File: config.mk
export PLATFORM = sky130hd
export DESIGN_NAME = ub_port_arbiter
export DESIGN_NICKNAME = d
export VERILOG_FILES = /design/src/rtl/ub_port_arbiter.sv
export SDC_FILE = /design/constraint.sdc
export NUM_CORES = 1
export LEC_CHECK = 0
export BUFFER_PORTS_ARGS = -buffer_cell sky130_fd_sc_hd__buf_2
export CORE_UTILIZATION = 45
export CTS_BUF_LIST = sky130_fd_sc_hd__clkbuf_8
export DETAILED_ROUTE_END_ITERATION = 7
export PLACE_DENSITY = 0.92
export SLEW_MARGIN = 20
export SYNTH_ARGS = -nofsm -noshare
export SYNTH_HDL_FRONTEND = slang
export SYNTH_SLANG_ARGS = --single-unit
File: constraint.sdc
create_clock -name CLK -period 3.2 [get_ports CLK]
set_clock_uncertainty 0.1 [all_clocks]
set_input_delay 0.32 -clock CLK [delete_from_list [all_inputs] [get_ports CLK]]
set_output_delay 0.32 -clock CLK [all_outputs]
set_load 0.1 [all_outputs]
File: src/rtl/ub_port_arbiter.sv
// ub_port_arbiter: round-robin owner arbitration for the Unified Buffer byte port.
// Define UB_ARB_BURST_LIMIT_EN to cap each grant at MAX_BURST beats under contention.
module ub_port_arbiter #(
   parameter int NUM_REQ       = 4,
   parameter int UB_ADDR_WIDTH = 16,
   parameter int MAX_BURST     = 16
) (
   input  logic                             CLK,
   input  logic                             ASYNC_RST,
   input  logic                             SYNC_RST,
   input  logic                             EN,
   input  logic [NUM_REQ-1:0]               req,
   input  logic [NUM_REQ-1:0]               wren,
   input  logic [NUM_REQ*UB_ADDR_WIDTH-1:0] addr,
   input  logic [NUM_REQ*8-1:0]             wrdata,
   output logic [NUM_REQ-1:0]               gnt,
   output logic [NUM_REQ-1:0]               rdvalid,
   output logic [7:0]                       rddata,
   output logic                             UB_en,
   output logic                             UB_wren,
   output logic [UB_ADDR_WIDTH-1:0]         UB_addr,
   output logic [7:0]                       UB_wrdata,
   input  logic [7:0]                       UB_rddata,
   output logic                             busy
);

   localparam int IW = (NUM_REQ > 1) ? $clog2(NUM_REQ) : 1;

   localparam logic [0:0] IDLE = 1'b0;
   localparam logic [0:0] OWN  = 1'b1;

   localparam logic [IW-1:0] LAST_INIT = IW'(NUM_REQ - 1);

   if (MAX_BURST < 1) begin : g_bad_burst
      $error("MAX_BURST must be at least 1");
   end

   logic [0:0]               state;
   logic [IW-1:0]            owner;
   logic [IW-1:0]            last_owner;
   logic [IW-1:0]            tag_owner;
   logic                     tag_vld;

   logic                     own_req;
   logic                     own_wren;
   logic [UB_ADDR_WIDTH-1:0] own_addr;
   logic [7:0]               own_wdata;

   logic                     beat;
   logic                     burst_cut;
   logic                     release_own;
   logic                     rearb;

   logic [NUM_REQ-1:0]       cand;
   logic [IW-1:0]            rr_base;
   logic [IW-1:0]            idx;
   logic [IW-1:0]            pick_idx;
   logic                     pick_vld;
   logic [NUM_REQ-1:0]       pick_oh;

   always_comb begin
      own_req   = req[owner];
      own_wren  = wren[owner];
      own_addr  = addr[owner*UB_ADDR_WIDTH +: UB_ADDR_WIDTH];
      own_wdata = wrdata[owner*8 +: 8];
   end

   assign beat        = (state == OWN) && own_req;
   assign release_own = (state == OWN) && (!own_req || burst_cut);
   assign rearb       = (state == IDLE) || release_own;

   // The current owner is masked so a release always passes the port on.
   assign cand    = req & ~gnt;
   assign rr_base = (state == OWN) ? owner : last_owner;

   always_comb begin
      pick_vld = 1'b0;
      pick_idx = '0;
      idx      = '0;
      for (int k = 1; k <= NUM_REQ; k++) begin
         idx = IW'((int'(rr_base) + k) % NUM_REQ);
         if (!pick_vld && cand[idx]) begin
            pick_vld = 1'b1;
            pick_idx = idx;
         end
      end
   end

   assign pick_oh = NUM_REQ'(1) << pick_idx;

`ifdef UB_ARB_BURST_LIMIT_EN
   localparam int CW = $clog2(MAX_BURST + 1);
   localparam logic [CW-1:0] CAP = CW'(MAX_BURST - 1);

   logic [CW-1:0] beat_cnt;

   // Saturates at CAP: every later beat is past the limit.
   always_ff @(posedge CLK or posedge ASYNC_RST) begin
      if (ASYNC_RST) begin
         beat_cnt <= '0;
      end else if (EN) begin
         if (SYNC_RST || rearb) begin
            beat_cnt <= '0;
         end else if (beat && beat_cnt != CAP) begin
            beat_cnt <= beat_cnt + 1'b1;
         end
      end
   end

   assign burst_cut = beat && (beat_cnt == CAP) && |cand;
`else
   assign burst_cut = 1'b0;
`endif

   always_ff @(posedge CLK or posedge ASYNC_RST) begin
      if (ASYNC_RST) begin
         state      <= IDLE;
         gnt        <= '0;
         owner      <= '0;
         last_owner <= LAST_INIT;
         tag_vld    <= 1'b0;
         tag_owner  <= '0;
         rdvalid    <= '0;
         UB_en      <= 1'b0;
         UB_wren    <= 1'b0;
         UB_addr    <= '0;
         UB_wrdata  <= '0;
      end else if (EN) begin
         if (SYNC_RST) begin
            state      <= IDLE;
            gnt        <= '0;
            owner      <= '0;
            last_owner <= LAST_INIT;
            tag_vld    <= 1'b0;
            tag_owner  <= '0;
            rdvalid    <= '0;
            UB_en      <= 1'b0;
            UB_wren    <= 1'b0;
            UB_addr    <= '0;
            UB_wrdata  <= '0;
         end else begin
            UB_en   <= beat;
            UB_wren <= beat && own_wren;
            if (beat) begin
               UB_addr   <= own_addr;
               UB_wrdata <= own_wdata;
            end

            // Read tags follow the beat, not the grant.
            tag_vld <= beat && !own_wren;
            if (beat) begin
               tag_owner <= owner;
            end
            rdvalid <= tag_vld ? (NUM_REQ'(1) << tag_owner) : '0;

            if (release_own) begin
               last_owner <= owner;
            end
            if (rearb) begin
               if (pick_vld) begin
                  state <= OWN;
                  gnt   <= pick_oh;
                  owner <= pick_idx;
               end else begin
                  state <= IDLE;
                  gnt   <= '0;
               end
            end
         end
      end
   end

   assign rddata = (|rdvalid) ? UB_rddata : 8'h00;
   assign busy   = |gnt;

endmodule
==> summary.txt, run 1 <==
Worst setup path
  – CP Capture Type: primary output
  – Worst Path Arrival: 1780 ps
  – Critical path class: reg2out
  – Critical Path RT: 2780 ps
  – Setup crit start kind: flip-flop
  – CP Max Fanout: 8

STA
  – RSZ-0062 raised after global routing: false
  – Crit share post-route: 0.688
  – Max-slew violations: 0
  – Slack of the critical path: 997 ps
  – Setup TNS: 0 ps
  – Final setup violation count: 0
  – Worst hold slack: 253 ps
  – Final Hold Viols: 0
  – FMAX: 454 MHz
  – Shortest period the worst path allows: 2200 ps
  – Relative slew slack: 0.461
  – Worst Max-Slew Pin Slew: 803 ps

Routing
  – Routed vias/inst: 5.28
  – WL final: 7130 µm
  – Final ANT Viol Nets: 0
  – Met2 WL: 3760 µm
  – DRT met1 WL: 2750 µm
  – Wirelength per Cell: 15.4 µm
  – Initial drt markers: 86
  – Top sig layer: met4
  – # DRC: 0
  – Met3 Wirelength: 530 µm
  – Vias: 2443
  – Drt first pass iters: 4

Floorplan
  – Starting Density: 0.474
  – Overall die width: 78.8 µm
  – Die Ht: 78.8 µm
  – Row cnt: 27
  – DIE AREA: 0.00621 mm²
  – Top-level port count: 159
  – Core ar.: 0.00561 mm²

Global route
  – Gr ovfl total: 0
  – First-pass GRT wire length: 11200 µm
  – Vias in the first global route: 2510
  – Initial antenna violation count: 0
  – Largest net degree at the start of global routing: 30
  – GRT Overall Usage: 0.233

Power
  – Total power: 3.01 mW
  – Leakage: 1.95 nW
  – Peak supply drop: 776 µV
  – PwrDens: 826 mW/mm²

Final layout
  – Final #Nets: 506
  – Area delta synth->final: 37.0%
  – Antenna diodes: 0
  – Share of cells above drive strength 1: 0.524
  – Commonest non-fill, non-tap cell in the layout: buf_2
  – Fin util: 0.649
  – Fillers: 470
  – Most frequent cells in the layout: buf_2 (158), dfrtp_1 (39), nand2_1 (35)

CTS
  – CTS buffer count: 5
  – Clock transition at path regs: 80 ps
  – CTS HTree Levels: 2
  – Insertion delay to the later sink of the worst-skew pair: 290 ps
  – Clk buf depth: 2
  – TritonCTS clock tree: done
  – CTS root buf: clkbuf_8
  – Setup bufs post-CTS: 0
  – Sinks on Clock Net: 42

Synthesis
  – Mux cell area share after synthesis: 0.328
  – Yosys top cell by area: dfrtp_1
  – Synth top area share: 0.377
  – Yosys cell types: 40
  – Post-Synth Adder-Cell Area: 0
  – Largest family of logic cells by synthesized area: multiplexers
  – Syn Area/Cell: 11.4 µm²
  – Number of synthesized register bits: 42
  – Syn nets: 349
  – Synthesis Warnings: 0
  – Register area share after synthesis: 0.397
  – Synth Area in Compound Gates: 0.0787
  – Syn Std Cell Area: 0.00266 mm²
  – Post-synthesis simple-gate area fraction: 0.122
  – Mapped Cells: 233
  – Area contributors post-synth: dfrtp_1 (38%), mux4_2 (22%), mux2i_1 (9.8%)
  – Post-synthesis xor/xnor area fraction: 0

Job
  – Max-cap violation count: 0

Place
  – Dpl hpwl: 5660 µm
  – PortBufs: 158
  – Placer Congestion: 0.958
  – DP Worst Slack: 984 ps

Run status
  – Status: completed

Worst hold path
  – HP Class: in2reg
[path summary, 6_finish.rpt]
path	from	end	slack [ps]	cells past startpoint
worst min-delay path	EN	last_owner[0]	250	3
worst min register to register	UB_en	UB_en	380	1
min in group asynchronous	ASYNC_RST	UB_addr[3]	530	3
worst max-delay path	rdvalid[1]	rddata[1]	1000	3
worst max register to register	owner[0]	UB_addr[7]	1060	5
max in group asynchronous	ASYNC_RST	last_owner[1]	1740	4
[kinds of logic after synthesis]
family	after synthesis
AOI/OAI and AO/OA	28
DFF	42
and+or+nand+nor	67
muxes	54
buffers and inverters	42
[per-layer routing]
| metal | global-route usage | up-vias |
|---|---|---|
| li1 | - | 1147 |
| met1 | 0.277 | 1178 |
| met2 | 0.421 | 109 |
| met3 | 0.0402 | 9 |
| met4 | 0.0873 | 0 |
| met5 | 0 | - |
[synth_stat cells (all sizes together)]
cell and n:
dfrtp 40, a221o 1, nand2 36, o21ai 4
a21o 2, nand4 1, a22oi 1, dfstp 2
a32oi 1, buf 10, or3 1, inv 29
o32ai 1, nor2b 14, a21oi 2, nand3 1
nor2 3, mux4 26, or4 1, nand3b 1
a221oi 2, o2bb2ai 4, mux2 1, a22o 3
o22ai 3, a31o 1, a211oi 1, nor4 1
mux2i 27, o31ai 2, and3 1, clkbuf 3
nand2b 7
[cell type report]
type | instances | area (µm²) | share of cell area
Clock buffer | 6 | 82.6 | 0.0227
Inverter | 29 | 109 | 0.0299
Clock inverter | 2 | 60.1 | 0.0165
Sequential cell | 42 | 1050 | 0.290
Multi-Input combinational cell | 149 | 1410 | 0.388
Tap cell | 72 | 90.1 | 0.0248
Timing Repair Buffer | 163 | 831 | 0.228
[power breakdown]
group	switching, mW	internal [mW]	leakage, nW	total [mW]
combinational	1.26	0.453	1.33	1.72
sequential	0.111	0.663	0.547	0.775
clock	0.181	0.333	0.0714	0.514
[what timing repair did]
action                    in CTS  in global routing
gates resized for setup        0                  0
hold endpoints to repair      22                  0
hold buffers                   1                  0
[critical path, cell delays in order (launching register included)]
cell and delay (ps):
dfrtp_1 410, nor4_2 640, nor2b_1 110, buf_2 320
[flip-flops by register name (all words and copies together) (netlist names)]
| signal | cells |
|---|---|
| UB_addr | 16 |
| UB_en | 1 |
| UB_wrdata | 8 |
| UB_wren | 1 |
| gnt | 4 |
| last_owner | 2 |
| owner | 2 |
| rdvalid | 4 |
| state | 1 |
| tag_owner | 2 |
| tag_vld | 1 |
[through the flow]
stage               cells  instance area (µm²)
detailed placement    454                 3480
global placement      454                 3480
global route          463                 3640
finish                463                 3640
CTS                   463                 3630
floorplan             233                 2660
Note: power is estimated with default switching activity, not from simulation.
==> inputs of run 2 (changes only) <==
- CORE_UTILIZATION: 45 -> 41
- PLACE_DENSITY: 0.92 -> 0.88
- clock period: 3.2 -> 1.8 ns (I/O delays scaled with it)
==> run 2 against run 1 <==
  * The run now ends with setup timing left
  * Worst hold slack worse by 140 ps
  * Die area rose by 9.5%
  * Via count rose by 2.3%
  * Critical endpoint is now UB_wrdata[1]
  * Critical path type is now reg2reg
==> summary.txt, run 2 (synthesis results as in run 1) <==
Place
  – Placed cells: 468
  – PortBufs: 158
  – Dpl hpwl: 5900 µm
  – Placer Congestion: 0.857

Final layout
  – Commonest non-fill, non-tap cell in the layout: buf_2
  – Final #Nets: 521
  – Share of cells above drive strength 1: 0.601
  – Final Non-Filler Cells: 481
  – Antenna diodes: 0
  – Top flop regs: UB_addr (16), UB_wrdata (8)
  – Largest Register: UB_addr
  – Most frequent cells in the layout: buf_2 (149), nand2_1 (35), dfrtp_1 (31)
  – Max reg flops: 16
  – Area delta synth->final: 53.4%
  – Fillers: 481

Worst setup path
  – Crit-path most repeated cell: buf_12
  – Reg2reg path depth: 6
  – Reg2Reg Launch Point: owner[1]
  – Critical Path RT: 1900 ps
  – Max incr delay on CP: 570 ps
  – Worst Path Arrival: 1940 ps
  – CP Capture Type: flip-flop
  – Worst reg2reg setup slack: -40 ps
  – Setup crit start kind: flip-flop
  – CP max-delay cell: mux4_2
  – Buf/Inv on CP: 2
  – RR Endpoint: UB_wrdata[1]
  – CP Max Fanout: 7
  – Critical path class: reg2reg
  – Worst-path cell chain: mux4_2 -> nand2_2 -> a21o_4 -> buf_12 -> buf_12 -> mux2i_1
  – Largest delay share family, worst path: multiplexers

Routing
  – WL final: 7730 µm
  – # DRC: 0
  – Initial drt markers: 80
  – Final ANT Viol Nets: 0
  – Wirelength per Cell: 16.1 µm
  – Vias: 2500
  – Routed vias/inst: 5.20
  – Drt first pass iters: 4

Floorplan
  – Row cnt: 28
  – Die Ht: 82.5 µm
  – DIE AREA: 0.00680 mm²
  – Overall die width: 82.5 µm
  – Starting Density: 0.436
  – Core ar.: 0.00610 mm²
  – Top-level port count: 159

STA
  – Final Hold Viols: 0
  – FMAX: 544 MHz
  – Slack of the critical path: -39.1 ps
  – Relative slew slack: 0.651
  – Shortest period the worst path allows: 1840 ps
  – Max-slew violations: 0
  – RSZ-0062 raised after global routing: true
  – Worst hold slack: 109 ps
  – Final setup violation count: 18
  – Worst Max-Slew Pin Slew: 527 ps
  – Crit share post-route: 1.02

Power
  – Switching Share: 0.523
  – Leakage: 2.11 nW
  – P_sw: 2.86 mW
  – PwrDens: 1340 mW/mm²
  – Combinational Power Share: 0.621
  – Peak supply drop: 1320 µV
  – Power share of the clock group: 0.133
  – Seq pwr share: 0.246
  – Internal power: 2.61 mW

CTS
  – CTS HTree Levels: 2
  – CTS root buf: clkbuf_8
  – Clock transition at path regs: 80 ps
  – Clk buf depth: 2
  – TritonCTS clock tree: done
  – CTS buffer count: 5
  – Sinks on Clock Net: 42
  – Insertion delay to the later sink of the worst-skew pair: 290 ps

Worst hold path
  – Hold endpoint: last_owner[0]
  – Hold Startpoint: EN
  – HP Class: in2reg
  – Hold path cells: 3

Global route
  – Vias in the first global route: 2405
  – GRT Overall Usage: 0.218
  – Gr ovfl total: 0
  – First-pass GRT wire length: 11000 µm
  – Initial antenna violation count: 0
  – Largest net degree at the start of global routing: 24

Job
  – Max-cap violation count: 0

Run status
  – Failing checks: setup timing
  – Status: complete, but fails checks
[run 2: cell types whose count changed in the layout (fill, tap and decap cells not counted), sizes merged]
cell / before / now
clkinvlp: 0 / 1
clkbuf: 6 / 5
clkinv: 1 / 0
buf: 162 / 177
bufinv: 2 / 1
inv: 28 / 30
[run 2: what timing repair did]
| action | CTS | global route |
|---|---|---|
| hold buffers | 1 | 0 |
| hold endpoints to repair | 17 | 0 |
| gates cloned | 1 | 0 |
| resized for setup | 19 | 24 |
| buffers inserted | 1 | 2 |
| pin swaps | 3 | 2 |
| setup endpoints to repair | 33 | 42 |
[run 2: worst min-delay path, cell delays in order]
cell     delay (ps)
buf_2           160
nor2_1          110
a21oi_1          50
[run 2: power by group through the flow]
stage | clock (mW) | combinational, mW | sequential (mW)
global placement | 0 | 3.20 | 1.36
global route | 0.787 | 3.55 | 1.38
detailed placement | 0 | 3.25 | 1.36
finish | 0.725 | 3.39 | 1.35
CTS | 0.741 | 3.32 | 1.35
floorplan | 0 | 1.20 | 2.75
[run 2: final cells by class]
type	instances	area, µm²	share of cell area
Multi-Input combinational cell	149	1530	0.375
Sequential cell	42	1070	0.262
Tap cell	75	93.8	0.0230
Clock buffer	5	68.8	0.0169
Inverter	29	109	0.0267
Clock inverter	3	41.3	0.0101
Timing Repair Buffer	178	1160	0.286
[run 2: metrics by stage]
stage	setup slack, ps	setup TNS [ps]	util	power [mW]	instance area (µm²)
finish	-39.1	-221	0.668	5.47	4070
global route	-115	-2140	0.668	5.71	4070
global placement	35.6	0	0.608	4.56	3710
CTS	-30.4	-169	0.647	5.41	3940
floorplan	-322	-2570	-	3.95	2750
detailed placement	-49.9	-350	0.608	4.61	3710
[run 2: per-layer routing]
metal,share of wire,global-route usage,vias to the layer above,routed length (µm)
met5,0,0,-,0
met4,0.020,0.0603,0,155
met3,0.069,0.0440,17,534
met2,0.52,0.409,123,4060
met1,0.39,0.250,1181,2990
li1,-,-,1179,-
[run 2: worst max path at each step]
stage	from	endpoint	slack, ps	cells past startpoint
after CTS	owner[1]	UB_wrdata[4]	-30	5
after detailed placement	owner[1]	UB_addr[1]	-50	5
final	owner[1]	UB_wrdata[1]	-40	6
after floorplan	rdvalid[2]	rddata[0]	-320	2
after global routing	owner[1]	UB_addr[11]	-120	6
after global placement	owner[1]	UB_addr[2]	40	5
